===== src/rtl/asl_result_tx.sv =====
// Sign-result transmitter: filters argmax results for stability and confidence,
// maps the winning class to an ASCII character and sends it as a UART 8N1 frame.
//
// state   | meaning
// --------+---------------------------------------------------------------
// S_IDLE  | line high, waiting for a character in the hold register
// S_START | start bit (tx low) for CLKS_PER_BIT cycles
// S_DATA  | 8 data bits, LSB first, CLKS_PER_BIT cycles each
// S_STOP  | stop bit (tx high) for CLKS_PER_BIT cycles
module asl_result_tx #(
    parameter int unsigned CLKS_PER_BIT = 868,
    parameter int unsigned STABLE_COUNT = 4,
    parameter logic [7:0]  CONF_THRESH  = 8'd64
) (
    input  logic       clk,
    input  logic       resetn,
    input  logic [7:0] data_in,
    input  logic [4:0] idx_in,
    input  logic       valid_i,
    output logic       tx,
    output logic       busy_o,
    output logic       ovf_o
);

    localparam int unsigned    BW        = (CLKS_PER_BIT > 1) ? $clog2(CLKS_PER_BIT) : 1;
    localparam logic [BW-1:0]  BAUD_LOAD = BW'(CLKS_PER_BIT - 1);
    localparam logic [3:0]     STABLE    = 4'(STABLE_COUNT);
    localparam logic [4:0]     IDX_NONE  = 5'd27;

    typedef enum logic [1:0] {S_IDLE, S_START, S_DATA, S_STOP} tx_state_t;

    tx_state_t     state_q, state_d;
    logic [4:0]    last_idx_q, last_idx_d;
    logic [3:0]    cnt_q, cnt_d;
    logic          pend_q, pend_d;
    logic [7:0]    pend_char_q, pend_char_d;
    logic          hold_full_q, hold_full_d;
    logic [7:0]    hold_data_q, hold_data_d;
    logic          ovf_q, ovf_d;
    logic [BW-1:0] baud_q, baud_d;
    logic [2:0]    bit_q, bit_d;
    logic [7:0]    shift_q, shift_d;
    logic          tx_q, tx_d;
    logic          busy_q, busy_d;
    logic          qual;
    logic [7:0]    chr;
    logic          take;

    // Classify the incoming result and map its index to a character.
    always_comb begin
        chr  = 8'h20;
        qual = (data_in >= CONF_THRESH) && ((idx_in <= 5'd26) || (idx_in == 5'd28));
        if (idx_in < 5'd26) begin
            chr = 8'h41 + {3'b000, idx_in};
        end else if (idx_in == 5'd26) begin
            chr = 8'h08;
        end
    end

    // Stability filter; a character is staged for one cycle when the count first reaches STABLE.
    always_comb begin
        last_idx_d  = last_idx_q;
        cnt_d       = cnt_q;
        pend_d      = 1'b0;
        pend_char_d = pend_char_q;
        if (valid_i) begin
            if (!qual) begin
                last_idx_d = IDX_NONE;
                cnt_d      = 4'd0;
            end else if (idx_in == last_idx_q) begin
                if (cnt_q != STABLE) begin
                    cnt_d       = cnt_q + 4'd1;
                    pend_d      = (cnt_q == STABLE - 4'd1);
                    pend_char_d = chr;
                end
            end else begin
                last_idx_d  = idx_in;
                cnt_d       = 4'd1;
                pend_d      = (STABLE == 4'd1);
                pend_char_d = chr;
            end
        end
    end

    // Hold register, overflow flag and UART frame sequencer.
    always_comb begin
        state_d     = state_q;
        baud_d      = baud_q;
        bit_d       = bit_q;
        shift_d     = shift_q;
        hold_full_d = hold_full_q;
        hold_data_d = hold_data_q;
        ovf_d       = ovf_q;
        take        = 1'b0;
        tx_d        = 1'b1;
        busy_d      = 1'b0;
        case (state_q)
            S_IDLE: begin
                if (hold_full_q) begin
                    take    = 1'b1;
                    shift_d = hold_data_q;
                    baud_d  = BAUD_LOAD;
                    bit_d   = 3'd0;
                    state_d = S_START;
                end
            end
            S_START: begin
                if (baud_q == '0) begin
                    baud_d  = BAUD_LOAD;
                    state_d = S_DATA;
                end else begin
                    baud_d = baud_q - BW'(1);
                end
            end
            S_DATA: begin
                if (baud_q == '0) begin
                    baud_d  = BAUD_LOAD;
                    shift_d = {1'b0, shift_q[7:1]};
                    if (bit_q == 3'd7) begin
                        bit_d   = 3'd0;
                        state_d = S_STOP;
                    end else begin
                        bit_d = bit_q + 3'd1;
                    end
                end else begin
                    baud_d = baud_q - BW'(1);
                end
            end
            S_STOP: begin
                if (baud_q == '0) begin
                    state_d = S_IDLE;
                end else begin
                    baud_d = baud_q - BW'(1);
                end
            end
            default: state_d = S_IDLE;
        endcase
        if (take) begin
            hold_full_d = 1'b0;
        end
        // A write into a slot being emptied this same cycle is accepted.
        if (pend_q) begin
            if (!hold_full_q || take) begin
                hold_full_d = 1'b1;
                hold_data_d = pend_char_q;
            end else begin
                ovf_d = 1'b1;
            end
        end
        case (state_d)
            S_START: tx_d = 1'b0;
            S_DATA:  tx_d = shift_d[0];
            default: tx_d = 1'b1;
        endcase
        busy_d = (state_d != S_IDLE);
    end

    // State registers; tx and busy are registered from the next state so they align with it.
    always_ff @(posedge clk or negedge resetn) begin
        if (!resetn) begin
            state_q     <= S_IDLE;
            last_idx_q  <= IDX_NONE;
            cnt_q       <= 4'd0;
            pend_q      <= 1'b0;
            pend_char_q <= 8'h00;
            hold_full_q <= 1'b0;
            hold_data_q <= 8'h00;
            ovf_q       <= 1'b0;
            baud_q      <= '0;
            bit_q       <= 3'd0;
            shift_q     <= 8'h00;
            tx_q        <= 1'b1;
            busy_q      <= 1'b0;
        end else begin
            state_q     <= state_d;
            last_idx_q  <= last_idx_d;
            cnt_q       <= cnt_d;
            pend_q      <= pend_d;
            pend_char_q <= pend_char_d;
            hold_full_q <= hold_full_d;
            hold_data_q <= hold_data_d;
            ovf_q       <= ovf_d;
            baud_q      <= baud_d;
            bit_q       <= bit_d;
            shift_q     <= shift_d;
            tx_q        <= tx_d;
            busy_q      <= busy_d;
        end
    end

    assign tx     = tx_q;
    assign busy_o = busy_q;
    assign ovf_o  = ovf_q;

endmodule


===== config.mk =====
export PLATFORM = sky130hd
export DESIGN_NAME = asl_result_tx
export DESIGN_NICKNAME = d
export VERILOG_FILES = /design/src/rtl/asl_result_tx.sv
export SDC_FILE = /design/constraint.sdc
export NUM_CORES = 1
export LEC_CHECK = 0
export ABC_AREA = 1
export CAP_MARGIN = 10
export CELL_PAD_IN_SITES_DETAIL_PLACEMENT = 2
export CELL_PAD_IN_SITES_GLOBAL_PLACEMENT = 2
export CORE_MARGIN = 5
export CORE_UTILIZATION = 32
export DETAILED_ROUTE_END_ITERATION = 6
export GPL_TIMING_DRIVEN = 0
export PLACE_DENSITY_LB_ADDON = 0.1
export SETUP_SLACK_MARGIN = 0.2
export SYNTH_ARGS = -nofsm -noshare
export SYNTH_HDL_FRONTEND = slang
export SYNTH_SLANG_ARGS = --single-unit

===== constraint.sdc =====
create_clock -name clk -period 1.9 [get_ports clk]
set_clock_uncertainty 0.15 [all_clocks]
set_input_delay 0.285 -clock clk [delete_from_list [all_inputs] [get_ports clk]]
set_output_delay 0.285 -clock clk [all_outputs]
set_load 0.01 [all_outputs]

==> Yosys cells after proc, flatten, opt, wreduce, memory -nomap -nowiden <==
Index checks and enable logic that the tools add are counted.
{ "classes": {"addsub": 4, "n_lt_le_gt_ge": 3, "n_eq_ne": 17, "mux": 36, "bitwise": 1, "reduce_logical": 16} }
{ "ops": {"columns": ["cell", "count"], "rows": [
  ["8-bit 2-to-1 mux", 5],
  ["10-bit 2-to-1 mux", 3],
  ["10-bit case mux with 3 select lines", 1],
  ["8-bit case mux with 2 select lines", 1],
  ["4-bit 2-to-1 mux", 3],
  ["5-bit equality test, second input constant", 2],
  ["10-bit logical NOT", 1],
  ["2-bit 2-to-1 mux", 5],
  ["5-bit 2-to-1 mux", 2],
  ["2-bit AND reduction", 5],
  ["10-bit by 1-bit subtractor with 10-bit output, second input constant", 1],
  ["1-bit 2-to-1 mux", 9],
  ["3-bit 2-to-1 mux", 3],
  ["7-bit by 5-bit adder with 8-bit output, first input constant", 1],
  ["8-bit by 7-bit >= comparator with 1-bit output, second input constant", 1],
  ["2-bit != test, second input constant", 4],
  ["2-bit case mux with 4 select lines", 1],
  ["2-bit equality test, second input constant", 3],
  ["6-bit 2-to-1 mux", 1],
  ["3-bit case mux with 2 select lines", 1],
  ["3-bit AND reduction", 2],
  ["5-bit equality test", 1],
  ["5-bit <= comparator, second input constant", 1],
  ["5-bit less-than comparator, second input constant", 1],
  ["other kinds (16)", 19]
]} }
{ "totals": {"reg_bits": 53, "input_bits": 16, "out_inout_bits": 3} }

==> Longest topological paths before layout <==
Gate-level depths: netlist of the first run.
{ "logic_depth": {"depth_word": 6, "ltp_mapped": 13, "depth_no_buf": 13} }

==> Least setup slack after synthesis of the first run <==
OpenSTA, ideal clock, no wires.
{ "synth_path": {"path_kind": "flip-flop to flip-flop", "from": "register state_q[1]", "to": "register hold_data_q[0]", "setup_time_ns": 0.125, "arrival_time_ns": 1.475, "slack_ns": 0.150, "path_stages_with_launch": 8, "n_path_buf": 1, "period_less_slack_ns": 1.750, "path_cell_list": "dfrtp_1 -> inv_1 -> ha_1 -> buf_4 -> inv_2 -> nand2_1 -> nand2_1 -> mux2_2"} }
{ "synth_via": {"elab_chain_cells": 4} }
{ "synth_rtl": {"columns": ["element", "line", "source"], "rows": [
  ["start: declaration", "32", "tx_state_t state_q, state_d;"],
  ["start signal: assignment", "175", "state_q <= state_d;"],
  ["2-bit logical NOT", "97", "case (state_q)"],
  ["1-bit 2-to-1 mux", "97", null],
  ["1-bit logical OR", "143", "if (!hold_full_q || take) begin"],
  ["2-bit AND reduction (no source line)", null, null],
  ["end signal: assignment", "181", "hold_data_q <= hold_data_d;"],
  ["end: declaration", "38", "logic [7:0] hold_data_q, hold_data_d;"]
]} }
No other way between the ends.
A chain may end at the register's enable or synchronous reset.

==> Worst setup path after layout of the first run <==
{ "layout_path": {"from": "register state_q[0]", "to": "register shift_q[1]"} }
{ "layout_via": {"elab_chain_cells": 3, "word_cells_on_any_way": 7, "classes_between": "eq/ne: 3; mux: 1; reduce/logical: 3"} }
{ "layout_rtl": {"columns": ["element", "line", "source"], "rows": [
  ["2-bit equality test / 2-bit logical NOT (equally long branches)", "97", null],
  ["2-bit != test (no source line) / 2-bit nonzero test (equally long branches)", null, null],
  ["3-bit AND reduction (no source line)", null, null],
  ["end signal: assignment", "185", "shift_q <= shift_d;"],
  ["end: declaration", "42", "logic [7:0] shift_q, shift_d;"]
]} }
Several ways; a longest one is shown, not always the timed one.

==> run summary, run 1 <==
antenna violations before repair: 0
vias per cell: 4.92
worst endpoint data arrival time: 1900 ps
Seq cells post-synth: 50
Worst Path Max Fanout: 5
leak pwr: 0.00185 uW
Remaining Overflow, GRT: 0
Crit path required time: 1940 ps
CTS tree: built
WP depth: 9
share of power burned in registers: 0.304
CTS buffer count: 5
Wirelength per Cell: 16.2 um
HP Start: idx_in[2]
CTS sink cnt: 50
Die Y: 104 um
die area: 10800 um^2
Worst Setup EP: shift_q[1]$_DFFE_PN0P_
fmax: 537 MHz
final slew viol count: 0
Port Buffers: 11
Comb pwr share: 0.541
worst r2r src: state_q[0]$_DFF_PN0_
status: complete, no violations
Die Width: 104 um
switching share of total power: 0.425
Initial DRT Pass Iterations: 4
Total Wirelength: 8070 um
Yosys top cell by area: dfrtp_1
Post-DP Area: 3070 um^2
commonest register cell after synthesis: dfrtp_1
most instantiated cells after synthesis: 74 x nand2_1, 45 x dfrtp_1, 40 x inv_1
largest net degree at the start of global routing: 35
Worst Tran Pin Value: 437 ps
Clock power frac: 0.156
Critical Path End Type: flop
type of the worst setup path: reg2reg
Period minus WS final: 1860 ps
Yosys cell types: 39
Final setup viols: 0
buffers and inverters on the worst path: 4
Crit path max-delay family: buffers and inverters
Vias: 2455
Netlist Area Pre-Place: 2810 um^2
Fin. Hold Viols: 0
delay of the slowest cell on the worst path: 400 ps
R2R Setup Slk: 40 ps
most common cell in the netlist: nand2_1
P&R area growth vs syn: 37.9%
Yosys Warn Count: 0
clock-pin slew on the worst setup and hold paths: 100 ps
Worst Hold Class: in2reg
Tcrit/Tclk final: 0.980
RSZ-0062 raised after global routing: true
Longest Clk Path Bufs: 2
I/O pin cnt: 19
num rows: 34
worst path cell trace: inv_2, ha_2, inv_1, nand2_1, nand2_4, buf_6, buf_4, a21oi_1, nor2_1
first-pass GRT wire length: 13200 um
via count of the first global-routing pass: 2745
Synth async-reset ratio: 1.00
PD cells: 1260 nW/um^2
switching pwr: 2070 uW
core area: 8640 um^2
antenna cell count: 0
nets@finish: 419
FILL cells: 928
synthesized net count: 361
remaining antenna violation count: 0
design area: 3870 um^2
cells on worst reg2reg path: 9
Starting DRT DRC Count: 34
Yosys top cell area share: 0.401
GRT Total Usage: 0.145
CP max-delay cell: dfrtp_1
Final GP Congestion: 0.753
Final Total Pwr: 4880 uW
Clk Tree Root Cell: clkbuf_8
clock latency at the later pin of the worst-skew pair: 300 ps
Starting Density: 0.325
Post-route DRC: 0
EDFF count, synth: 0
Core Util, Final: 0.449
fraction of layout cells with a size suffix above 1: 0.427
sequential area share after synthesis: 0.448
maxcap violations: 0
Post-Syn Instances: 332
Startpoint Class: flop
hpwl dp: 5200 um
CP Launch Point: state_q[0]$_DFF_PN0_
synthesized area per cell: 8.46 um^2
max_slew headroom: 0.708
peak supply drop: 0.000338 V
RR Endpoint: shift_q[1]$_DFFE_PN0P_
internal power: 2800 uW
CTS H-tree lvls: 2
synth top area cells: dfrtp_1 40%, nand2_1 9.9%, ha_1 5.8%
==> cells by family after synthesis <==
kind of cell,share of synthesized area
AND/OR/NAND/NOR,0.253
buffers and inverters,0.0802
AO/OA/AOI/OAI,0.112
flip-flops,0.448
adder cells (fa/ha/maj),0.0579
XOR/XNOR,0.0249
multiplexers,0.0241
==> placed cells by master (no fill, tap or decap), drive strengths merged, types with 2 or more instances in the layout <==
master / synthesis / layout
ha: 13 / 13
xnor2: 3 / 3
xor2: 5 / 5
nor2: 36 / 36
or2: 2 / 2
o21ai: 24 / 24
clkbuf: 0 / 10
nand3: 25 / 25
o22ai: 2 / 2
nor3: 2 / 2
clkinv: 1 / 4
dfstp: 5 / 5
clkdlybuf4s50: 0 / 4
dfrtp: 45 / 45
nand2: 81 / 81
mux2: 6 / 6
nand4: 8 / 8
buf: 4 / 43
a21oi: 18 / 18
inv: 46 / 45
==> through the flow <==
step                      cells  setup TNS, ps  hold WS (ps)  setup WS [ps]
after floorplan             332              0          -161            204
after detailed placement    452          -8540           108           -431
after global placement      451         -70580           308          -1330
final                       499              0           108           37.3
after global routing        499           -147           107          -71.9
after CTS                   485              0          98.4            111
==> sequential cells by signal, summed over array words and instances (netlist names) <==
| signal | count |
|---|---|
| baud_q | 10 |
| pend_q | 1 |
| ovf_o | 1 |
| busy_o | 1 |
| tx | 1 |
| state_q | 2 |
| pend_char_q | 7 |
| hold_full_q | 1 |
| last_idx_q | 5 |
| hold_data_q | 7 |
| cnt_q | 4 |
| bit_q | 3 |
| shift_q | 7 |
==> per-layer routing <==
metal / vias to the layer above / share of wire / routed length, um / track usage
met4: 0 / 0.010 / 82 / 0.0324
met2: 22 / 0.55 / 4470 / 0.271
li1: 1190 / - / - / -
met5: - / 0 / 0 / 0
met3: 6 / 0.016 / 132 / 0.0243
met1: 1237 / 0.42 / 3380 / 0.173
==> area by class of cell <==
class                   instances  area [um^2]  share of cell area
clock buffers                   5         68.8              0.0178
clock inverters                 3         40.0              0.0103
plain buffers                   4         52.6              0.0136
repair buffers                 51          470               0.121
inverters                      47          195              0.0504
multi-input cells             231         1650               0.427
well taps                     108          135              0.0349
flip-flops and latches         50         1260               0.325
==> worst register-to-register path: stages, from the launching register on <==
cell	delay (ps)
dfrtp_1	400
inv_2	100
ha_2	270
inv_1	110
nand2_1	120
nand2_4	90
buf_6	120
buf_4	120
a21oi_1	170
nor2_1	90
==> what timing repair did <==
item / CTS / global route
setup endpoints to repair: 49 / 48
setup buffers: 23 / 13
endpoints found under the hold margin: 15 / 0
pin swaps: 16 / 23
gates cloned: 1 / 1
hold buffers: 1 / 0
resized for setup: 73 / 57
==> worst min path at each step <==
stage / end / slack (ps) / cells after the start
floorplan: baud_q[0]$_DFFE_PN0P_ / -160 / 0
global placement: last_idx_q[1]$_DFFE_PN1P_ / 310 / 2
detailed placement: baud_q[5]$_DFFE_PN0P_ / 110 / 1
CTS: last_idx_q[2]$_DFFE_PN0P_ / 100 / 3
global route: last_idx_q[2]$_DFFE_PN0P_ / 110 / 3
finish: last_idx_q[2]$_DFFE_PN0P_ / 110 / 3
==> power by group through the flow <==
stage               combinational, uW  sequential [uW]  clock [uW]
detailed placement               1590             1500           0
global placement                 1540             1480           0
CTS                              2280             1470         792
floorplan                        1140             1460           0
finish                           2640             1480         759
global route                     2920             1520         827
(Power assumes the default switching activity.)
==> run 2, diff against run 1 <==
CAP_MARGIN = 0   (was 10)
CTS_CLUSTER_SIZE = 30   (was default)
==> results of run 2 <==
No change in the layout: final DEF, timing and power equal those of run 1.
==> run 3, diff against run 2 <==
CORE_UTILIZATION = 36   (was 32)
clock period = 1.75 ns   (was 1.9 ns; I/O delays follow)
==> run 3 against run 2 <==
Net effect: the flow now finishes with violations (setup timing); clock-buffer cell count up 1; cell count rose by 3.2%; sequential power rose by 13%; global-route usage rose by 5.2 points; setup slack got worse by 240 ps; largest cell class unchanged; core utilization is 11 points higher; non-clock buffer count is 22 higher; register-to-register slack worse by 240 ps.
==> run summary, run 3 (synthesis gave the netlist of run 1 again) <==
worst path cell trace: inv_2, ha_4, nand3_4, nor2_4, buf_6, nand2_4, nand2_2, nand2_1, nand2_1, nand2_1, nand2_2, nand2_2, nand2_1, nand2_1
max_slew headroom: 0.712
CTS H-tree lvls: 2
design area: 4260 um^2
Worst Tran Pin Value: 432 ps
Crit path max-delay family: simple AND/OR/NAND/NOR gates
final worst slack: -205 ps
fraction of layout cells with a size suffix above 1: 0.508
type of the worst setup path: reg2reg
Final GP Congestion: 0.748
I/O pin cnt: 19
fmax: 511 MHz
delay of the slowest cell on the worst path: 430 ps
clock-pin slew on the worst setup and hold paths: 110 ps
CTS sink cnt: 50
status: finished, violations left
Final setup viols: 32
Worst Hold Class: in2reg
Wirelength per Cell: 23.7 um
largest net degree at the start of global routing: 36
max reg flops: 10
Core Util, Final: 0.557
Post-DP Area: 3140 um^2
worst endpoint data arrival time: 2060 ps
nets@finish: 441
P&R area growth vs syn: 51.7%
Crit path required time: 1860 ps
most flop-heavy register: baud_q
first-pass GRT wire length: 15200 um
Clk Tree Root Cell: clkbuf_8
Vias: 2706
final slew viol count: 0
leak pwr: 0.00200 uW
Starting Density: 0.367
CP max-delay cell: dfrtp_1
Tcrit/Tclk final: 1.12
vias per cell: 5.25
failing checks: setup timing
commonest non-fill, non-tap cells in the layout: 49 x nand2_1, 44 x dfrtp_1, 42 x buf_4, 28 x inv_1, 19 x nand2_2
maxcap violations: 0
Starting DRT DRC Count: 72
antenna violations before repair: 0
PD cells: 1450 nW/um^2
Critical Path End Type: flop
Post-route DRC: 0
hpwl dp: 5360 um
peak supply drop: 0.000396 V
die area: 9670 um^2
Startpoint Class: flop
FILL cells: 786
CP dominant cell by count: nand2_1
Initial DRT Pass Iterations: 4
commonest non-fill, non-tap cell in the layout: nand2_1
core area: 7650 um^2
Die Y: 98.3 um
Port Buffers: 11
antenna cell count: 0
num rows: 32
via count of the first global-routing pass: 2965
Worst Path Max Fanout: 5
RSZ-0062 raised after global routing: true
Die Width: 98.3 um
Total Wirelength: 12200 um
buffers and inverters on the worst path: 2
clock latency at the later pin of the worst-skew pair: 310 ps
CTS buffer count: 5
CTS tree: built
Longest Clk Path Bufs: 2
Period minus WS final: 1960 ps
remaining antenna violation count: 0
Remaining Overflow, GRT: 0
GRT Total Usage: 0.197
Fin. Hold Viols: 0
[run 3: routing by layer]
metal | GRT usage | wire (um)
met5 | 0 | 0
met4 | 0.0441 | 335
met3 | 0.0300 | 327
met2 | 0.381 | 7030
met1 | 0.226 | 4530
[run 3: worst min-delay path, stage by stage]
cell and delay (ps):
buf_6 120, nand3_1 110, nand2_2 80
[run 3: timing repair]
item | in CTS | in global routing
pin swaps | 22 | 20
gates cloned | 1 | 1
resized for setup | 86 | 71
setup buffers | 41 | 17
hold buffers | 1 | 0
setup endpoints to repair | 51 | 49
hold endpoints to repair | 14 | 0
[run 3: layout make-up]
| class | instances | area (um^2) | area share |
|---|---|---|---|
| Inverter | 47 | 208 | 0.0488 |
| Buffer | 4 | 56.3 | 0.0132 |
| Tap cell | 102 | 128 | 0.0300 |
| Clock inverter | 2 | 37.5 | 0.00881 |
| Sequential cell | 50 | 1260 | 0.295 |
| Timing Repair Buffer | 73 | 692 | 0.162 |
| Multi-Input combinational cell | 231 | 1810 | 0.424 |
| Clock buffer | 6 | 72.6 | 0.0170 |
[run 3: report_power, final]
| group | total (uW) | internal, uW | switching (uW) |
|---|---|---|---|
| combinational | 3650 | 1530 | 2120 |
| clock | 857 | 428 | 429 |
| sequential | 1670 | 1430 | 236 |
[run 3: final timing paths]
kind | start | to | slack, ps | depth (start not counted)
setup / recovery | baud_q[0]$_DFFE_PN0P_ | tx$_DFF_PN1_ | -210 | 14
max in group asynchronous | resetn | last_idx_q[0]$_DFFE_PN1P_ | 570 | 3
setup reg to reg | baud_q[0]$_DFFE_PN0P_ | tx$_DFF_PN1_ | -210 | 14
min in group asynchronous | resetn | baud_q[9]$_DFFE_PN0P_ | 260 | 2
hold reg to reg | last_idx_q[4]$_DFFE_PN1P_ | last_idx_q[4]$_DFFE_PN1P_ | 320 | 2
hold / removal | idx_in[2] | last_idx_q[2]$_DFFE_PN0P_ | 140 | 3
[run 3: per-stage QoR]
stage / setup slack, ps / setup TNS (ps) / power (uW) / cells / hold WS [ps]
after floorplan: 97.5 / 0 / 2960 / 332 / -183
after global placement: -1370 / -74060 / 3410 / 445 / 304
after detailed placement: -546 / -10110 / 3510 / 446 / 77.3
after CTS: -10.5 / -22.9 / 5070 / 497 / 74.7
after global routing: -322 / -5990 / 6530 / 515 / 147
final: -205 / -3180 / 6170 / 515 / 138
